$ cat src/rtl/stage_two_cordic_pkg.sv
// Shared definitions for the stage-two CORDIC engine: widths, FSM state
// encodings, the CORDIC gain seed and the atan(2^-i) table in Q1.20.
package stage_two_cordic_pkg;

    localparam int CRD_DATA_WIDTH = 22;
    localparam int FLT_DATA_WIDTH = 32;
    localparam int ITER_WIDTH     = 5;
    localparam int ITERATIONS_DEF = 16;

    localparam logic signed [CRD_DATA_WIDTH-1:0] ONE_Q20  = 22'sd1048576;
    localparam logic signed [CRD_DATA_WIDTH-1:0] K_INIT_DEF = 22'sd636751;

    typedef enum logic [1:0] {
        ST_IDLE   = 2'd0,
        ST_ROTATE = 2'd1,
        ST_FINISH = 2'd2
    } cordic_state_e;

    // atan(2^-i) * 2^20, rounded; entries beyond the legal iteration range read 0
    function automatic logic signed [CRD_DATA_WIDTH-1:0] atan_of(input logic [ITER_WIDTH-1:0] idx);
        logic signed [CRD_DATA_WIDTH-1:0] val;
        case (idx)
            5'd0:    val = 22'sd823550;
            5'd1:    val = 22'sd486170;
            5'd2:    val = 22'sd256879;
            5'd3:    val = 22'sd130396;
            5'd4:    val = 22'sd65451;
            5'd5:    val = 22'sd32757;
            5'd6:    val = 22'sd16383;
            5'd7:    val = 22'sd8192;
            5'd8:    val = 22'sd4096;
            5'd9:    val = 22'sd2048;
            5'd10:   val = 22'sd1024;
            5'd11:   val = 22'sd512;
            5'd12:   val = 22'sd256;
            5'd13:   val = 22'sd128;
            5'd14:   val = 22'sd64;
            5'd15:   val = 22'sd32;
            5'd16:   val = 22'sd16;
            5'd17:   val = 22'sd8;
            5'd18:   val = 22'sd4;
            5'd19:   val = 22'sd2;
            5'd20:   val = 22'sd1;
            default: val = '0;
        endcase
        return val;
    endfunction

endpackage

$ cat src/rtl/stage_two_cordic_if.sv
// Request/result bundle between stage one, the CORDIC engine and the final
// combine stage. sin_out exists only when CORDIC_SIN_OUT_EN is defined.
interface stage_two_cordic_if;
    import stage_two_cordic_pkg::*;

    logic                             start;
    logic signed [CRD_DATA_WIDTH-1:0] theta;
    logic [FLT_DATA_WIDTH-1:0]        half_in;
    logic [FLT_DATA_WIDTH-1:0]        square_in;
    logic signed [CRD_DATA_WIDTH-1:0] cos_out;
`ifdef CORDIC_SIN_OUT_EN
    logic signed [CRD_DATA_WIDTH-1:0] sin_out;
`endif
    logic [FLT_DATA_WIDTH-1:0]        half_out;
    logic [FLT_DATA_WIDTH-1:0]        square_out;
    logic                             busy;
    logic                             done;

    modport master (
`ifdef CORDIC_SIN_OUT_EN
        input  sin_out,
`endif
        output start, theta, half_in, square_in,
        input  cos_out, half_out, square_out, busy, done
    );

    modport slave (
`ifdef CORDIC_SIN_OUT_EN
        output sin_out,
`endif
        input  start, theta, half_in, square_in,
        output cos_out, half_out, square_out, busy, done
    );

endinterface

$ cat src/rtl/stage_two_cordic_atan_rom.sv
// Combinational atan(2^-i) lookup feeding the z-path of the CORDIC engine.
module cordic_atan_rom
    import stage_two_cordic_pkg::*;
(
    input  logic [ITER_WIDTH-1:0]            idx,
    output logic signed [CRD_DATA_WIDTH-1:0] atan_val
);

    // table lookup, pure combinational
    always_comb begin
        atan_val = atan_of(idx);
    end

endmodule

$ cat src/rtl/stage_two_cordic.sv
// Iterative rotation-mode CORDIC: theta (Q1.20 rad) in, cos(theta) out,
// with stage one's half/square floats carried alongside the operation.
// Optional feature macro: CORDIC_SIN_OUT_EN adds sin_out (driven from y).
//
// state     | meaning
// ST_IDLE   | waiting for start; done pulse clears on the next enabled cycle
// ST_ROTATE | one micro-rotation per enabled cycle, iter 0..ITERATIONS-1
// ST_FINISH | publish result, pulse done, drop busy
module stage_two_cordic
    import stage_two_cordic_pkg::*;
#(
    parameter int                               ITERATIONS = ITERATIONS_DEF,  // legal 1..20
    parameter logic signed [CRD_DATA_WIDTH-1:0] K_INIT     = K_INIT_DEF
) (
    input  logic               clk,
    input  logic               rst,      // asynchronous, active-low
    input  logic               clk_en,
    stage_two_cordic_if.slave  bus
);

    localparam logic [ITER_WIDTH-1:0] ITER_LAST = ITER_WIDTH'(ITERATIONS - 1);

    cordic_state_e state_q, state_d;

    logic signed [CRD_DATA_WIDTH-1:0] x_q, x_d;
    logic signed [CRD_DATA_WIDTH-1:0] y_q, y_d;
    logic signed [CRD_DATA_WIDTH-1:0] z_q, z_d;
    logic signed [CRD_DATA_WIDTH-1:0] cos_q, cos_d;
`ifdef CORDIC_SIN_OUT_EN
    logic signed [CRD_DATA_WIDTH-1:0] sin_q, sin_d;
`endif
    logic [ITER_WIDTH-1:0]            iter_q, iter_d;
    logic [FLT_DATA_WIDTH-1:0]        half_q, half_d;
    logic [FLT_DATA_WIDTH-1:0]        square_q, square_d;
    logic                             busy_q, busy_d;
    logic                             done_q, done_d;

    logic signed [CRD_DATA_WIDTH-1:0] atan_val;
    logic signed [CRD_DATA_WIDTH-1:0] x_shift;
    logic signed [CRD_DATA_WIDTH-1:0] y_shift;
    logic                             dir_pos;

    cordic_atan_rom u_atan_rom (
        .idx      (iter_q),
        .atan_val (atan_val)
    );

    // arithmetic shifts and rotation direction for the current micro-rotation
    always_comb begin
        x_shift = x_q >>> iter_q;
        y_shift = y_q >>> iter_q;
        dir_pos = ~z_q[CRD_DATA_WIDTH-1];
    end

    // next-state and datapath; with clk_en low every register holds, including done
    always_comb begin
        state_d  = state_q;
        x_d      = x_q;
        y_d      = y_q;
        z_d      = z_q;
        cos_d    = cos_q;
`ifdef CORDIC_SIN_OUT_EN
        sin_d    = sin_q;
`endif
        iter_d   = iter_q;
        half_d   = half_q;
        square_d = square_q;
        busy_d   = busy_q;
        done_d   = done_q;

        if (clk_en) begin
            case (state_q)
                ST_IDLE: begin
                    done_d = 1'b0;
                    if (bus.start) begin
                        x_d      = K_INIT;
                        y_d      = '0;
                        z_d      = bus.theta;
                        iter_d   = '0;
                        half_d   = bus.half_in;
                        square_d = bus.square_in;
                        busy_d   = 1'b1;
                        state_d  = ST_ROTATE;
                    end
                end
                ST_ROTATE: begin
                    // full-width wrap-around add/sub, no saturation
                    if (dir_pos) begin
                        x_d = x_q - y_shift;
                        y_d = y_q + x_shift;
                        z_d = z_q - atan_val;
                    end else begin
                        x_d = x_q + y_shift;
                        y_d = y_q - x_shift;
                        z_d = z_q + atan_val;
                    end
                    iter_d = iter_q + 1'b1;
                    if (iter_q == ITER_LAST) begin
                        state_d = ST_FINISH;
                    end
                end
                ST_FINISH: begin
                    cos_d   = x_q;
`ifdef CORDIC_SIN_OUT_EN
                    sin_d   = y_q;
`endif
                    done_d  = 1'b1;
                    busy_d  = 1'b0;
                    state_d = ST_IDLE;
                end
                default: begin
                    state_d = ST_IDLE;
                    busy_d  = 1'b0;
                    done_d  = 1'b0;
                end
            endcase
        end
    end

    // state and datapath registers; reset aborts any operation with no done
    always_ff @(posedge clk or negedge rst) begin
        if (!rst) begin
            state_q  <= ST_IDLE;
            x_q      <= '0;
            y_q      <= '0;
            z_q      <= '0;
            cos_q    <= '0;
`ifdef CORDIC_SIN_OUT_EN
            sin_q    <= '0;
`endif
            iter_q   <= '0;
            half_q   <= '0;
            square_q <= '0;
            busy_q   <= 1'b0;
            done_q   <= 1'b0;
        end else begin
            state_q  <= state_d;
            x_q      <= x_d;
            y_q      <= y_d;
            z_q      <= z_d;
            cos_q    <= cos_d;
`ifdef CORDIC_SIN_OUT_EN
            sin_q    <= sin_d;
`endif
            iter_q   <= iter_d;
            half_q   <= half_d;
            square_q <= square_d;
            busy_q   <= busy_d;
            done_q   <= done_d;
        end
    end

    assign bus.cos_out    = cos_q;
`ifdef CORDIC_SIN_OUT_EN
    assign bus.sin_out    = sin_q;
`endif
    assign bus.half_out   = half_q;
    assign bus.square_out = square_q;
    assign bus.busy       = busy_q;
    assign bus.done       = done_q;

endmodule

$ cat src/flat_wrapper.sv
// flat-port wrapper written by rule: the top's interface ports become plain ports
module stage_two_cordic_flat import stage_two_cordic_pkg::*;
#(
    parameter int                               ITERATIONS = ITERATIONS_DEF,                
    parameter logic signed [CRD_DATA_WIDTH-1:0] K_INIT     = K_INIT_DEF
)
  (clk, rst, clk_en, bus_start, bus_theta, bus_half_in, bus_square_in, bus_cos_out, bus_half_out, bus_square_out, bus_busy, bus_done);
  stage_two_cordic_if bus_i ();
  input  logic clk;
  input  logic rst;
  input  logic clk_en;
  input wire logic [$bits(bus_i.start)-1:0] bus_start;
  input wire logic [$bits(bus_i.theta)-1:0] bus_theta;
  input wire logic [$bits(bus_i.half_in)-1:0] bus_half_in;
  input wire logic [$bits(bus_i.square_in)-1:0] bus_square_in;
  output wire logic [$bits(bus_i.cos_out)-1:0] bus_cos_out;
  output wire logic [$bits(bus_i.half_out)-1:0] bus_half_out;
  output wire logic [$bits(bus_i.square_out)-1:0] bus_square_out;
  output wire logic [$bits(bus_i.busy)-1:0] bus_busy;
  output wire logic [$bits(bus_i.done)-1:0] bus_done;
  assign bus_i.start = bus_start;
  assign bus_i.theta = bus_theta;
  assign bus_i.half_in = bus_half_in;
  assign bus_i.square_in = bus_square_in;
  assign bus_cos_out = bus_i.cos_out;
  assign bus_half_out = bus_i.half_out;
  assign bus_square_out = bus_i.square_out;
  assign bus_busy = bus_i.busy;
  assign bus_done = bus_i.done;
  stage_two_cordic #(.ITERATIONS(ITERATIONS), .K_INIT(K_INIT)) u_core (.clk(clk), .rst(rst), .clk_en(clk_en), .bus(bus_i));
endmodule
$ cat config.mk
export PLATFORM = sky130hd
export DESIGN_NAME = stage_two_cordic_flat
export DESIGN_NICKNAME = d
export VERILOG_FILES = /design/src/rtl/stage_two_cordic_pkg.sv /design/src/rtl/stage_two_cordic_if.sv /design/src/rtl/stage_two_cordic_atan_rom.sv /design/src/rtl/stage_two_cordic.sv /design/src/flat_wrapper.sv
export SDC_FILE = /design/constraint.sdc
export NUM_CORES = 1
export LEC_CHECK = 0
export CAP_MARGIN = 30
export CORE_MARGIN = 5
export CORE_UTILIZATION = 48
export CTS_BUF_LIST = sky130_fd_sc_hd__clkbuf_16
export CTS_CLUSTER_DIAMETER = 200
export DETAILED_ROUTE_END_ITERATION = 6
export PLACE_DENSITY = 0.79
export SLEW_MARGIN = 20
export SYNTH_ARGS = -nofsm -noshare
export SYNTH_HDL_FRONTEND = slang
export SYNTH_SLANG_ARGS = --single-unit
$ cat constraint.sdc
create_clock -name clk -period 6.48 [get_ports clk]
set_input_delay 1.296 -clock clk [delete_from_list [all_inputs] [get_ports clk]]
set_output_delay 1.296 -clock clk [all_outputs]
set_load 0.01 [all_outputs]
==> results of run 1 <==
flip-flops by register name (all words and copies together) (netlist names):
| signal | count |
|---|---|
| u_core.z_q | 22 |
| u_core.x_q | 22 |
| u_core.iter_q | 5 |
| u_core.bus.cos_out | 22 |
| u_core.state_q | 2 |
| u_core.y_q | 22 |
| u_core.bus.square_out | 32 |
| u_core.bus.half_out | 32 |
| u_core.bus.done | 1 |
| u_core.bus.busy | 1 |
synthesized netlist by cell type, types with 26 or more instances:
cell / instances / area share [%]
o21ai_0: 87 / 3.2
inv_1: 38 / 1.1
dfrtp_1: 161 / 30
mux4_2: 39 / 6.6
clkbuf_1: 48 / 1.3
mux2i_1: 40 / 3.0
ha_1: 80 / 7.5
xor2_1: 51 / 3.3
a21oi_1: 127 / 4.7
a21o_1: 27 / 1.5
nor2_1: 115 / 3.2
nand2_1: 126 / 3.5
xnor2_1: 54 / 3.5
mux2_2: 94 / 7.9
a31oi_1: 26 / 1.2
metrics by stage:
stage                     utilization (%)  cell area (um^2)  worst slack, ns  hold slack (ns)
after floorplan                         -             13400             1.02            0.454
after detailed placement             56.1             15500            0.442            0.486
after global routing                 58.4             16200           0.0988            0.518
after global placement               56.0             15500            0.578            0.469
final                                58.4             16200            0.495            0.499
after CTS                            58.2             16100            0.431            0.504
critical path, stage by stage (launching register included):
cell       delay [ns]
dfrtp_2          0.49
inv_2            0.35
ha_1             0.35
and2_1           0.17
o21ai_0          0.10
a21oi_1          0.34
inv_1            0.08
ha_1             0.29
mux2_2           0.29
ha_1             0.30
a21o_1           0.17
a21oi_1          0.21
o21bai_1         0.11
a2111o_1         0.46
a311o_1          0.39
a2111oi_2        0.52
o31ai_1          0.20
o41a_1           0.39
a2111oi_0        0.47
a41oi_1          0.09
o21ai_1          0.14
per-layer routing:
layer  track usage [%]  vias to the layer above  share of wire, %
li1                  -                     5536                 -
met1              34.8                     5940                40
met2              45.5                      612                48
met3              7.14                       86               9.7
met4              6.87                        0               2.3
met5                 0                        -                 0
kinds of logic (layout without fill, tap and decap cells):
kind of cell / after synthesis / after routing / share of synthesized area (%)
muxes: 184 / 184 / 19.4
and+or+nand+nor: 363 / 363 / 12.6
buffers and inverters: 121 / 281 / 3.96
DFF: 161 / 161 / 30.1
xor gates and xnor gates: 105 / 105 / 6.86
AOI/OAI and AO/OA: 405 / 405 / 19.2
adders and majority gates: 83 / 83 / 7.92
worst paths after layout:
path,startpoint,endpoint,slack [ns],cells past startpoint
worst min register to register,u_core.z_q[6]$_DFFE_PN0P_,u_core.z_q[6]$_DFFE_PN0P_,0.50,2
max in group asynchronous,rst,u_core.x_q[12]$_DFFE_PN0P_,4.31,3
worst max-delay path,u_core.iter_q[1]$_DFFE_PN0P_,u_core.z_q[21]$_DFFE_PN0P_,0.49,20
worst min-delay path,u_core.z_q[6]$_DFFE_PN0P_,u_core.z_q[6]$_DFFE_PN0P_,0.50,2
worst max register to register,u_core.iter_q[1]$_DFFE_PN0P_,u_core.z_q[21]$_DFFE_PN0P_,0.49,20
min in group asynchronous,rst,u_core.bus.square_out[31]$_DFFE_PN0P_,0.71,1
layout make-up:
| type | count | area (um^2) |
|---|---|---|
| Clock buffer | 17 | 425 |
| Fill cell | 2353 | 11500 |
| Sequential cell | 161 | 4040 |
| Timing Repair Buffer | 209 | 2060 |
| Tap cell | 378 | 473 |
| Clock inverter | 15 | 166 |
| Multi-Input combinational cell | 1140 | 8870 |
| Inverter | 40 | 154 |
==> out/metrics.csv, run 1 <==
stage,metric,value,unit
clocking,number of levels the H-tree was split into,4,
worst_hold_path,worst min-delay path category,reg -> reg,
floorplanning,core region area,27700,um^2
timing,unrepaired setup endpoints after global routing,false,
detailed_routing,number of vias per cell after detailed routing,6.21,
synthesis,"EDFF count, synth",0,
layout,layout cells sized above 1,14.4,%
layout,non-filler instance count after layout,1960,
detailed_routing,remaining number of nets flagged by the antenna check after routing,0,
grt,overflow left after global routing,0,
clocking,clk sinks,161,
layout,antenna cells,0,
layout,"commonest cells after routing, fill and taps aside","clkdlybuf4s50_1, dfrtp_1, a21oi_1, nand2_1, nor2_1",
worst_setup_path,launching element type of the critical path,flop,
run_status,run status,completed,
layout,final-stage net count,1742,
synthesis,synthesized area per cell,9.42,um^2
clocking,number of hold-repair buffers added at the cts stage,0,
clocking,buffers inserted during post-CTS setup optimization,0,
grt,antenna violations before repair,0,
timing,actual slew at the worst max-slew pin,0.946,ns
placed_design,Port Buf Inserts,177,
floorplanning,Die Span Y,177,um
detailed_routing,violation count after the first detailed-route iteration,1108,
worst_setup_path,endpoint kind of the worst setup timing path,flop,
timing,aggregate negative setup slack,0,ns
clocking,number of resized instances in the post-cts repair step,0,
detailed_routing,via total after detailed routing,12200,
floorplanning,Die ar.,31400,um^2
floorplanning,overall die width,177,um
synthesis,Mapped Nets,1595,
timing,final setup skew,0.0268,ns
synthesis,Synth Cell Area,13400,um^2
clocking,number of buffers created by CTS,17,
placed_design,Placed Cells,1926,
grt,first-pass GRT wire length,68100,um
floorplanning,starting density of the core,48.4,%
timing,Final Max Slew Viols,0,
clocking,clock tree from TritonCTS,yes,
synthesis,synth unique cells,87,
floorplanning,standard-cell row count,61,
clocking,Max Root-Sink Buffers,2,
synthesis,number of warnings printed during yosys synthesis,0,
synthesis,register bit total from synthesis,161,
worst_setup_path,required time of the critical path,6.84,ns
synthesis,synthesized netlist cell count,1422,
grt,via count of the first global-routing pass,12400,
synthesis,ys flop type,dfrtp_1,
detailed_routing,# DRC,0,
detailed_routing,average wire length per cell after detail routing,21.5,um
placed_design,final estimated routing congestion in global placement,0.998,
synthesis,part of the Yosys area used for sequential elements,30.1,%
clocking,clock transition at the register clock pins on the worst setup and hold paths after CTS,0.08,ns
worst_setup_path,"Arr. time, crit path",6.35,ns
clocking,Worst-Skew Late Latency,0.45,ns
timing,f_max,0.167,GHz
synthesis,share of flip-flops with an asynchronous set or reset,100,%
timing,count of final hold-check violations,0,
flow_run,count of max-cap constraint violations,0,
worst_setup_path,crit path kind,reg -> reg,
detailed_routing,TritonRoute pass-1 iters,6,
worst_setup_path,largest fanout of any net on the critical path,18,
timing,tightest slew margin relative to the limit,36.8,%
floorplanning,count of boundary I/O pins,178,
clocking,buffer type at the clock tree root,clkbuf_16,
grt,total routing resource utilization after global routing,27.0,%
grt,largest net degree at the start of global routing,107,
timing,min Tclk post-route,5.99,ns
placed_design,detailed placer's ending HPWL,31200,um
detailed_routing,Routed WL,42200,um
layout,"leading cell type in the layout, fill and taps excluded",clkdlybuf4s50_1,
timing,fin crit share,92.4,%
layout,Area growth syn-to-layout,20.8,%
timing,final number of setup-violating endpoints,0,
Power of run 1 is not shown: default switching activity piles up to over one toggle a cycle in this logic, so the estimate is an artifact.
==> inputs of run 2 (changes only) <==
--- a/config.mk
+++ b/config.mk
@@ -11,7 +11,8 @@
 export CTS_BUF_LIST = sky130_fd_sc_hd__clkbuf_16
 export CTS_CLUSTER_DIAMETER = 200
 export DETAILED_ROUTE_END_ITERATION = 6
-export PLACE_DENSITY = 0.79
+export DONT_BUFFER_PORTS = 1
+export PLACE_DENSITY = 0.71
 export SLEW_MARGIN = 20
 export SYNTH_ARGS = -nofsm -noshare
 export SYNTH_HDL_FRONTEND = slang
==> run 2 against run 1 <==
Compared with the run above: non-clock buffer count decreased by 172; fmax decreased by 1.2%; via count decreased by 6.8%; count of clock-buffer cells in the layout unchanged; design area decreased by 11%; sequential share of layout area increased by 3.0 points; largest cell class unchanged; sequential cell count unchanged; die area unchanged; cell count decreased by 8.8%.
==> out/metrics.csv, run 2 (synthesis gave the netlist of run 1 again) <==
stage,metric,value,unit,change
run_status,run status,completed,,unchanged
timing,fin crit share,93.5,%,was 92.4%
clocking,Worst-Skew Late Latency,0.45,ns,about the same
floorplanning,overall die width,177,um,unchanged
clocking,clock tree from TritonCTS,yes,,unchanged
clocking,buffers inserted during post-CTS setup optimization,0,,unchanged
grt,overflow left after global routing,0,,unchanged
floorplanning,standard-cell row count,61,,unchanged
timing,aggregate negative setup slack,0,ns,unchanged
worst_setup_path,path depth of the worst reg2reg path,20,,unchanged
worst_hold_path,hold-critical path depth,2,,unchanged
timing,final setup skew,0.0174,ns,was 0.0268 ns
clocking,clk sinks,161,,unchanged
placed_design,Port Buf Inserts,0,,was 177
timing,count of final hold-check violations,0,,unchanged
worst_setup_path,required time of the critical path,6.85,ns,was 6.84 ns
timing,f_max,0.165,GHz,was 0.167 GHz
layout,"leading cell type in the layout, fill and taps excluded",dfrtp_1,,was clkdlybuf4s50_1
worst_setup_path,largest fanout of any net on the critical path,23,,was 18
layout,"commonest cells after routing, fill and taps aside","dfrtp_1, a21oi_1, nand2_1, nor2_1, mux2_2",,"was clkdlybuf4s50_1, dfrtp_1, a21oi_1, nand2_1, nor2_1"
flow_run,count of max-cap constraint violations,0,,unchanged
floorplanning,core region area,27700,um^2,unchanged
timing,actual slew at the worst max-slew pin,0.909,ns,was 0.946 ns
worst_hold_path,worst min-delay path category,reg -> reg,,unchanged
worst_setup_path,crit path kind,reg -> reg,,unchanged
layout,antenna cells,0,,unchanged
floorplanning,Die ar.,31400,um^2,unchanged
grt,antenna violations before repair,1,,was 0
layout,Area growth syn-to-layout,7.97,%,was 20.8%
worst_setup_path,endpoint kind of the worst setup timing path,flop,,unchanged
grt,total routing resource utilization after global routing,25.6,%,was 27.0%
grt,first-pass GRT wire length,64300,um,was 68100 um
placed_design,final estimated routing congestion in global placement,1.02,,was 0.998
floorplanning,count of boundary I/O pins,178,,unchanged
layout,final-stage net count,1570,,was 1742
timing,Final Max Slew Viols,0,,unchanged
detailed_routing,remaining number of nets flagged by the antenna check after routing,0,,unchanged
timing,unrepaired setup endpoints after global routing,false,,unchanged
layout,layout cells sized above 1,16.5,%,was 14.4%
clocking,number of buffers created by CTS,17,,unchanged
floorplanning,starting density of the core,48.4,%,unchanged
placed_design,detailed placer's ending HPWL,29300,um,was 31200 um
detailed_routing,TritonRoute pass-1 iters,5,,was 6
timing,tightest slew margin relative to the limit,38.9,%,was 36.8%
detailed_routing,average wire length per cell after detail routing,22.2,um,was 21.5 um
detailed_routing,total length of routed met3 wires,3800,um,was 4080 um
clocking,clock transition at the register clock pins on the worst setup and hold paths after CTS,0.08,ns,about the same
clocking,number of levels the H-tree was split into,4,,unchanged
grt,largest net degree at the start of global routing,162,,was 107
clocking,number of hold-repair buffers added at the cts stage,0,,unchanged
detailed_routing,Routed WL,39800,um,was 42200 um
worst_setup_path,launching element type of the critical path,flop,,unchanged
clocking,Max Root-Sink Buffers,2,,unchanged
clocking,buffer type at the clock tree root,clkbuf_16,,unchanged
detailed_routing,# DRC,0,,unchanged
floorplanning,Die Span Y,177,um,unchanged
timing,min Tclk post-route,6.06,ns,was 5.99 ns
worst_setup_path,"Arr. time, crit path",6.43,ns,was 6.35 ns
detailed_routing,wire length the detailed router placed on met1,16300,um,was 16800 um
grt,via count of the first global-routing pass,11300,,was 12400
detailed_routing,number of vias per cell after detailed routing,6.34,,was 6.21
detailed_routing,via total after detailed routing,11300,,was 12200
detailed_routing,violation count after the first detailed-route iteration,1031,,was 1108
timing,final number of setup-violating endpoints,0,,unchanged
detailed_routing,top sig layer,met4,,unchanged
detailed_routing,DR WL met2,18600,um,was 20400 um
## run 2: area by class of cell
type / instances / area, um^2
clock inverter: 15 / 211
tap: 378 / 473
sequential: 161 / 4040
timing repair buffer: 37 / 305
fill: 2476 / 13200
inverter: 40 / 150
clock buffer: 17 / 425
multi-input combinational: 1140 / 8860
## run 2: critical path: stages, from the launching register on
cell and delay, ns:
dfrtp_2 0.58, inv_2 0.46, ha_1 0.35, and2_1 0.16, o21ai_0 0.10, a21oi_1 0.27, inv_1 0.09, ha_1 0.30
mux2_2 0.30, ha_1 0.30, a21o_1 0.17, a21oi_1 0.21, o21bai_1 0.11, a2111o_1 0.46, a311o_1 0.37, a2111oi_2 0.51
o31ai_1 0.19, o41a_1 0.39, a2111oi_0 0.44, a41oi_1 0.08, o21ai_1 0.14
## run 2: path summary, 6_finish.rpt
path	start	slack, ns	endpoint
hold reg to reg	u_core.z_q[8]$_DFFE_PN0P_	0.50	u_core.z_q[8]$_DFFE_PN0P_
setup / recovery	u_core.iter_q[1]$_DFFE_PN0P_	0.42	u_core.z_q[21]$_DFFE_PN0P_
min in group asynchronous	rst	0.54	u_core.z_q[4]$_DFFE_PN0P_
max in group asynchronous	rst	5.68	u_core.bus.done$_DFFE_PN0P_
hold / removal	u_core.z_q[8]$_DFFE_PN0P_	0.50	u_core.z_q[8]$_DFFE_PN0P_
setup reg to reg	u_core.iter_q[1]$_DFFE_PN0P_	0.42	u_core.z_q[21]$_DFFE_PN0P_
## run 2: through the flow
| stage | util, % | instance area, um^2 | worst slack, ns | hold slack, ns | cells |
|---|---|---|---|---|---|
| 4_1_cts | 52.2 | 14500 | 0.456 | 0.502 | 1788 |
| 3_3_place_gp | 49.8 | 13800 | 0.567 | 0.476 | 1754 |
| 6_report | 52.2 | 14500 | 0.423 | 0.497 | 1788 |
| 2_1_floorplan | - | 13400 | 1.02 | 0.454 | 1422 |
| 5_1_grt | 52.2 | 14500 | 0.0508 | 0.519 | 1788 |
| 3_5_place_dp | 49.9 | 13800 | 0.468 | 0.483 | 1756 |
## run 2: layer usage
layer	up-vias	track usage (%)
li1	5206	-
met5	-	0
met1	5493	33.9
met2	547	41.7
met4	0	7.54
met3	98	6.75
## run 2: repair_timing
item,CTS,global route
endpoints found under the hold margin,0,0
setup endpoints to repair,0,1
resized for setup,0,1
Power of run 2 is left out for the same reason.
